--- config.mk ---
export PLATFORM = sky130hd
export DESIGN_NAME = map_store
export DESIGN_NICKNAME = d
export VERILOG_FILES = /design/src/rtl/map_store.sv
export SDC_FILE = /design/constraint.sdc
export NUM_CORES = 1
export LEC_CHECK = 0
export CORE_UTILIZATION = 39
export DETAILED_ROUTE_END_ITERATION = 16
export DONT_BUFFER_PORTS = 1
export PLACE_DENSITY = 0.54
export SLEW_MARGIN = 20
export SYNTH_ARGS = -nofsm -noshare
export SYNTH_HDL_FRONTEND = slang
export SYNTH_SLANG_ARGS = --single-unit
--- constraint.sdc ---
create_clock -name clk -period 4.1 [get_ports clk]
set_clock_uncertainty 0.05 [all_clocks]
set_input_delay 0.205 -clock clk [delete_from_list [all_inputs] [get_ports clk]]
set_output_delay 0.205 -clock clk [all_outputs]
set_load 0.01 [all_outputs]
--- src/rtl/map_store.sv ---
// ============================================================================
// Module   : map_store
// Purpose  : Writable wall map for the tracer; rows loaded over a serial port
//            are staged and committed only while vsync is high.
// Revision : 1.0 - initial release
// ============================================================================
`default_nettype none

module map_store #(
    parameter int MAP_WIDTH_BITS  = 4,
    parameter int MAP_HEIGHT_BITS = 4
) (
    input  logic                       clk,
    input  logic                       reset_n,
    input  logic                       vsync,
    input  logic [MAP_WIDTH_BITS-1:0]  i_map_col,
    input  logic [MAP_HEIGHT_BITS-1:0] i_map_row,
    output logic                       o_map_val,
    input  logic                       spi_sclk,
    input  logic                       spi_csb,
    input  logic                       spi_mosi,
    output logic                       o_pending
);

    localparam int c_W         = 1 << MAP_WIDTH_BITS;
    localparam int c_H         = 1 << MAP_HEIGHT_BITS;
    localparam int c_FRAME_LEN = MAP_HEIGHT_BITS + c_W;
    localparam int c_CNT_W     = $clog2(c_FRAME_LEN + 1);
    localparam logic [c_CNT_W-1:0] c_CNT_FULL = c_CNT_W'(c_FRAME_LEN);

    typedef enum logic [1:0] {
        S_IDLE  = 2'd0,
        S_SHIFT = 2'd1,
        S_ERROR = 2'd2
    } state_t;

    function automatic logic [c_W-1:0] f_reset_row(input int row);
        logic [c_W-1:0] v;
        if (row == 0 || row == c_H - 1) begin
            v = '1;
        end else begin
            v          = '0;
            v[0]       = 1'b1;
            v[c_W-1]   = 1'b1;
        end
        return v;
    endfunction

    logic [c_W-1:0]             r_map [c_H];
    logic                       r_sclk_s1, r_sclk_s2, r_sclk_h;
    logic                       r_csb_s1,  r_csb_s2,  r_csb_h;
    logic                       r_mosi_s1, r_mosi_s2;
    state_t                     r_state, w_state_nxt;
    logic [c_CNT_W-1:0]         r_cnt;
    logic [c_FRAME_LEN-1:0]     r_shift;
    logic                       r_stage_go;
    logic [MAP_HEIGHT_BITS-1:0] r_pend_row;
    logic [c_W-1:0]             r_pend_data;
    logic                       r_pend_valid;

    logic w_sclk_rise, w_csb_fall, w_csb_rise;
    logic w_clr, w_shift, w_stage;

    // Two-flop synchronisers plus a history flop for edge detection
    always_ff @(posedge clk or negedge reset_n) begin
        if (!reset_n) begin
            r_sclk_s1 <= 1'b0;
            r_sclk_s2 <= 1'b0;
            r_sclk_h  <= 1'b0;
            r_csb_s1  <= 1'b1;
            r_csb_s2  <= 1'b1;
            r_csb_h   <= 1'b1;
            r_mosi_s1 <= 1'b0;
            r_mosi_s2 <= 1'b0;
        end else begin
            r_sclk_s1 <= spi_sclk;
            r_sclk_s2 <= r_sclk_s1;
            r_sclk_h  <= r_sclk_s2;
            r_csb_s1  <= spi_csb;
            r_csb_s2  <= r_csb_s1;
            r_csb_h   <= r_csb_s2;
            r_mosi_s1 <= spi_mosi;
            r_mosi_s2 <= r_mosi_s1;
        end
    end

    assign w_sclk_rise = r_sclk_s2 & ~r_sclk_h;
    assign w_csb_fall  = ~r_csb_s2 & r_csb_h;
    assign w_csb_rise  = r_csb_s2 & ~r_csb_h;

    always_ff @(posedge clk or negedge reset_n) begin
        if (!reset_n) begin
            r_state <= S_IDLE;
        end else begin
            r_state <= w_state_nxt;
        end
    end

    always_comb begin
        w_state_nxt = r_state;
        w_clr       = 1'b0;
        w_shift     = 1'b0;
        w_stage     = 1'b0;
        case (r_state)
            S_IDLE: begin
                if (w_csb_fall) begin
                    w_state_nxt = S_SHIFT;
                    w_clr       = 1'b1;
                end
            end
            S_SHIFT: begin
                if (w_csb_rise) begin
                    w_state_nxt = S_IDLE;
                    w_stage     = (r_cnt == c_CNT_FULL);
                end else if (w_sclk_rise && !r_csb_s2) begin
                    if (r_cnt == c_CNT_FULL) begin
                        w_state_nxt = S_ERROR;
                    end else begin
                        w_shift = 1'b1;
                    end
                end
            end
            S_ERROR: begin
                if (w_csb_rise) begin
                    w_state_nxt = S_IDLE;
                end
            end
            default: w_state_nxt = S_IDLE;
        endcase
    end

    always_ff @(posedge clk or negedge reset_n) begin
        if (!reset_n) begin
            r_cnt      <= '0;
            r_shift    <= '0;
            r_stage_go <= 1'b0;
        end else begin
            r_stage_go <= w_stage;
            if (w_clr) begin
                r_cnt   <= '0;
                r_shift <= '0;
            end else if (w_shift) begin
                r_cnt   <= r_cnt + 1'b1;
                r_shift <= {r_shift[c_FRAME_LEN-2:0], r_mosi_s2};
            end
        end
    end

    // Staging is one cycle behind frame completion; the shift register
    // is untouched in IDLE so its contents are still the completed frame.
    always_ff @(posedge clk or negedge reset_n) begin
        if (!reset_n) begin
            r_pend_row   <= '0;
            r_pend_data  <= '0;
            r_pend_valid <= 1'b0;
        end else if (r_stage_go) begin
            r_pend_row   <= r_shift[c_FRAME_LEN-1 -: MAP_HEIGHT_BITS];
            r_pend_data  <= r_shift[c_W-1:0];
            r_pend_valid <= 1'b1;
        end else if (vsync && r_pend_valid) begin
            r_pend_valid <= 1'b0;
        end
    end

    always_ff @(posedge clk or negedge reset_n) begin
        if (!reset_n) begin
            for (int r = 0; r < c_H; r++) begin
                r_map[r] <= f_reset_row(r);
            end
        end else if (vsync && r_pend_valid) begin
            r_map[r_pend_row] <= r_pend_data;
        end
    end

    assign o_map_val = r_map[i_map_row][i_map_col];
    assign o_pending = r_pend_valid;

endmodule

`default_nettype wire
# Word level (Yosys, flattened, before mapping)
# Index checks and enable logic that the tools add are counted.
# totals
output_inout_bits	2
register_bits	313
input_bits	14
# op_classes
n_eq_ne	7
magnitude_cmp	4
bitwise_logic	8
n_reduce_logical	8
mux	28
add_sub_neg	1
# op_table
operator	n
256-bit bitwise mux	1
16-bit binary-select mux with 4-bit select	1
16-bit demux with 4-bit select	1
16-bit two-way mux	3
20-bit two-way mux	2
1-bit two-way mux	11
5-bit greater-or-equal comparator, second input constant	2
2-bit two-way mux	5
5-bit two-way mux	2
4-bit inverter with 5-bit output	2
3-bit inequality test, second input constant	2
2-bit one-hot mux with 3 select lines	1
5-bit by 1-bit adder with 5-bit output, second input constant	1
5-bit == test, second input constant	1
4-bit by 5-bit less-than comparator with 1-bit output, second input constant	1
5-bit by 1-bit less-than comparator with 1-bit output, second input constant	1
1-bit binary-select mux with 4-bit select	1
2-bit inequality test, second input constant	2
4-bit AND reduction	1
2-bit nonzero test	2
1-bit bitwise AND	3
1-bit logical AND	3
1-bit inverter	3
2-bit by 1-bit == test with 1-bit output, second input constant	1
3 further kinds	3

# Longest topological paths before layout
# logic_depth
ltp_word	8
mapped_depth	9

# Worst setup path after synthesis
# OpenSTA, ideal clock, no wires.
# synth_timing
kind	in2out
start	input i_map_row[3]
end	output o_map_val
t_arrival_ns	1.807
cell_stages	8
t_required_ns	3.845
setup_slack_ns	2.038
path_cell_list	clkbuf_1 buf_2 mux4_2 mux2i_1 nor2_1 o41a_1 a311oi_1 a22oi_1
# synth_via
elab_chain_cells	6
# synth_lines
item	line	rtl
from (decl)	17	input logic [MAP_HEIGHT_BITS-1:0] i_map_row,
4-bit inverter with 5-bit output (implied by the code)	175	assign o_map_val = r_map[i_map_row][i_map_col];
16-bit binary-select mux with 4-bit select	175	
16-bit two-way mux (implied by the code) (2 in series)	175	
1-bit binary-select mux with 4-bit select	175	
1-bit two-way mux (implied by the code)	175	
to (decl)	18	output logic o_map_val,
# No other way between the ends. The select of a mux whose other input is x is not followed.

# Worst setup path in the final report
# layout_timing
start	register r_map[69] in the netlist's numbering
end	output o_map_val
# layout_via
elab_chain_cells	5
# layout_lines
item	line	rtl
from (decl)	49	logic [c_W-1:0] r_map [c_H];
from (signal, indexed assignment)	168	r_map[r] <= f_reset_row(r);
from (signal, indexed assignment)	171	r_map[r_pend_row] <= r_pend_data;
16-bit binary-select mux with 4-bit select	175	
16-bit two-way mux (implied by the code) (2 in series)	175	
1-bit binary-select mux with 4-bit select	175	
1-bit two-way mux (implied by the code)	175	
# No other way between the ends. The select of a mux whose other input is x is not followed.

==> results <==
- In the synthesized netlist, the cells that appear most often are 278 x mux2_2, 250 x dfrtp_1, 63 x dfstp_2.
- The slack of the worst reg-to-reg path is 1.64 ns.
- The die area is 36,780 µm².
- The max-cap check violation count is 0.
- The kind of start point of the critical path is a register.
- The number of logic stages on the critical path including buffering is 6.
- When the netlist entered floorplanning its net count stood at 966.
- Counting every instance in the synthesized netlist gives 950.
- The number of antenna violations at the first check in global routing is 0.
- The first global-routing pass estimated 51.64 mm of wire.
- The classification of the worst setup path is reg -> out.
- In the finished design, the share of the clock period the worst path needs comes to 0.7646.
- In the final timing run, aggregate negative setup slack is 0 ns.
- The number of slew-limit violations in the final report is 0.
- The half-perimeter wire length of the detailed placement result is 19.12 mm.
- Buffers added to address setup during post-CTS repair amount to 0.
- The overall via count from detail_route is 7,756.
- The clock reaches the later pin of the worst-skew pair after 0.52 ns.
- The total count of hold-check failures in the final report is 293.
- Dividing the detail-routed via count by the number of cells gives 5.477.
- The net count of the finished layout is 944.
- The layout overhead on the synthesized area is 10.16%.
- The proportion of netlist area held by the largest area contributor is 0.4454.
- The number of distinct library cell variants in the gate-level netlist after synthesis is 57.
- The post-route DRC violation count is 0.
- Across every metal layer, demand over resource in global routing totals 0.1855.
- The width of the chip is 191.8 µm.
- CTS placed an instance of clkbuf_16 at the clock tree root.
- The flip-flop cell with the highest count after synthesis is dfrtp_1.
- In this run the tool buffered the top-level ports with 0 buffer cells.
- For this block, the initial DRC count from the detailed router was 464.
- TritonCTS created 35 clock buffers.
- In this run the worst hold path is classified as in -> async.
- The buffer and inverter count on the worst path is 0.
- For this run, the slowest stage of the critical path takes 0.55 ns.
- For this run, the detailed router's first-pass iteration total came to 6.
- The sequential area share after synthesis is 0.5633.
- The signal on the critical path passes through mux4_2, mux2i_1, nor2_1, o41a_1, a311oi_1, a22oi_1.
- The largest total area in the synthesized netlist belongs to dfrtp_1.
- The number of synthesized register bits is 313.
- The average footprint of a synthesized cell is 14.78 µm².
- In this run the tightest slew margin relative to its limit is 0.2263.
- For the pin with the worst max-slew slack, the measured transition is 1.161 ns.
- The congestion estimate from routability-driven global placement came to 0.7243.
- The slowest stage of the critical path is the a311oi_1 cell.
- TritonCTS built the clock tree.
- By area the synthesized netlist is led by dfrtp_1 45%, mux2_2 22%, dfstp_2 12%.
- The maximum number of pins on one net before global-route repair is 314.
- The cell family contributing the most delay on the critical path is compound AO/OA/AOI/OAI gates.
- The number of gates resized after cts is 0.
- The largest buffer count on any clock path is 3.
- The antenna violation net count after detailed routing is 0.
- On the final layout, the worst hold slack is -0.6384 ns.
- Setup violations remaining at the end of the flow were counted as 0.
- The cell area that synthesis handed to floorplanning was 14,040 µm².
- The H-tree generated during clock tree synthesis spans 2 levels.
- The multi-input logic area is 5761 µm².
- The worst reg2reg path depth is 5.
- Setup repair after global routing left no endpoint under its margin.
- The warning count from the yosys run is 0.
- The final core utilization is 0.4361.
- Summed over all layers, the routed wires come to 32.11 mm.
- The worst setup path is captured at an output pin.
- In the post-synthesis netlist, the cell with the most instances is mux2_2.
- The final global-route overflow total is 0.
- The die is 191.8 µm tall.
- The count of flip-flops with a built-in enable after synthesis is 0.
- The via count of the first global-routing pass is 8,283.
- The arrival time of the worst setup path is 2.88 ns.
- The count of hold buffers inserted by post-cts repair is 4.
- In this run the power density over the cells is 401.5 nW/µm².
- After clock tree synthesis, the clock-pin slew on the worst setup and hold paths is 0.06 ns.
- The routed design could run at a clock period as short as 3.135 ns.
- Of all flip-flops after synthesis, the portion carrying an async set or reset was 1.000.
- The maximum achievable frequency is 319.0 MHz.
- In this run the standard cell core region covers 35,480 µm².
- In the final layout, the share of cells above drive strength 1 is 0.4712.
- The largest driver fanout on the critical path is 2.
- The floorplan has 69 rows.
- The number of antenna diodes in the final layout is 0.
- The CTS sink count is 313.
- In the final routed layout, each cell accounts on average for 22.68 µm.
- In the final layout, flip-flops and latches occupy 7911 µm².
- The total power is 6.213 mW.
- The capturing point of the worst reg2reg path is r_map[89].
- For this configuration, the core starts out at a cell density of 0.3958.
- The largest voltage drop on the vdd net is 0.3188 mV.
- The number of placed I/O pins is 16.
- The run finished, with violations left.
- In this run the critical register-to-register path is launched from o_pending.
- The checks that failed: hold timing.
- The filler cells instantiated in the layout total 3,194.
- Data on the critical path is required at its endpoint by 3.85 ns.
- The leakage power total is 7.054 nW.
-- placed cells by master, fill, tap and decap left out, drive strengths merged, types with 3 or more instances in the layout --
cell and n:
inv 10, mux2i 57, nand4 3, o22ai 15
dfstp 63, buf 8, dlygate4sd3 4, o2111ai 3
nor2 24, a2111oi 3, nor4 3, nand3b 4
nor3 4, mux4 42, nand2 43, o21ai 5
o22a 6, mux2 278, clkbuf 61, xor2 3
nand2b 4, a21oi 19, a22oi 3, dfrtp 250
-- area by class of cell --
cell class,count,area share
Sequential cell,313,0.5113
Multi-Input combinational cell,559,0.3723
Clock buffer,61,0.06874
Tap cell,461,0.03728
Timing Repair Buffer,12,0.006955
Clock inverter,3,0.001698
Inverter,7,0.001698
-- report_power, final --
group	internal (mW)	switching [mW]	leakage, nW
logic	0.0526	0.0421	2.39
registers	3.11	0.0108	4.13
clock network	1.76	1.24	0.530
total	4.92	1.29	7.05
-- sequential cells by signal, summed over array words and instances, names as in the netlist, 2 cells and up --
register     flops
r_map          256
r_shift         20
r_pend_data     16
r_cnt            5
r_pend_row       4
r_state          2
-- metal layers --
metal | vias up | global-route usage | share of wire
met1 | 4148 | 0.2722 | 0.49
met4 | 0 | 0.04121 | 0.016
li1 | 3469 | - | -
met3 | 45 | 0.03106 | 0.032
met2 | 94 | 0.2873 | 0.46
met5 | - | 0 | 0
-- cell families (layout without fill, tap and decap cells) --
| logic type | Yosys count | count (layout) | synth area share |
|---|---|---|---|
| buffers and inverters | 78 | 83 | 0.02958 |
| AOI/OAI and AO/OA | 74 | 74 | 0.03653 |
| DFF | 313 | 313 | 0.5633 |
| muxes | 377 | 377 | 0.3309 |
| and+or+nand+nor | 102 | 102 | 0.03546 |
| adders and majority gates | 2 | 2 | 0.001781 |
| xor gates and xnor gates | 4 | 4 | 0.002495 |
-- stage by stage --
step / hold slack [ns] / cell area, µm² / setup WS (ns) / instances
floorplan: -0.1406 / 14040 / 2.038 / 950
global placement: -0.1205 / 14320 / 1.582 / 1347
detailed placement: -0.1198 / 14320 / 1.556 / 1347
CTS: -0.6619 / 15450 / 0.9860 / 1415
global route: -0.6595 / 15470 / 0.8732 / 1416
finish: -0.6384 / 15470 / 0.9649 / 1416
-- worst max path at each step --
stage / endpoint / startpoint
after floorplan: o_map_val / i_map_row[3]
after global placement: o_map_val / r_map[69]
after detailed placement: o_map_val / r_map[69]
after CTS: o_map_val / r_map[69]
after global routing: o_map_val / r_map[69]
final: o_map_val / r_map[69]
-- worst reg2reg max path, delay by kind of cell, from the launching register on --
kind             cells  cell delay (ns)
and+or+nand+nor      4             1.37
DFF                  1             0.49
muxes                1             0.42
No activity file was read; power rests on OpenSTA's default activity.
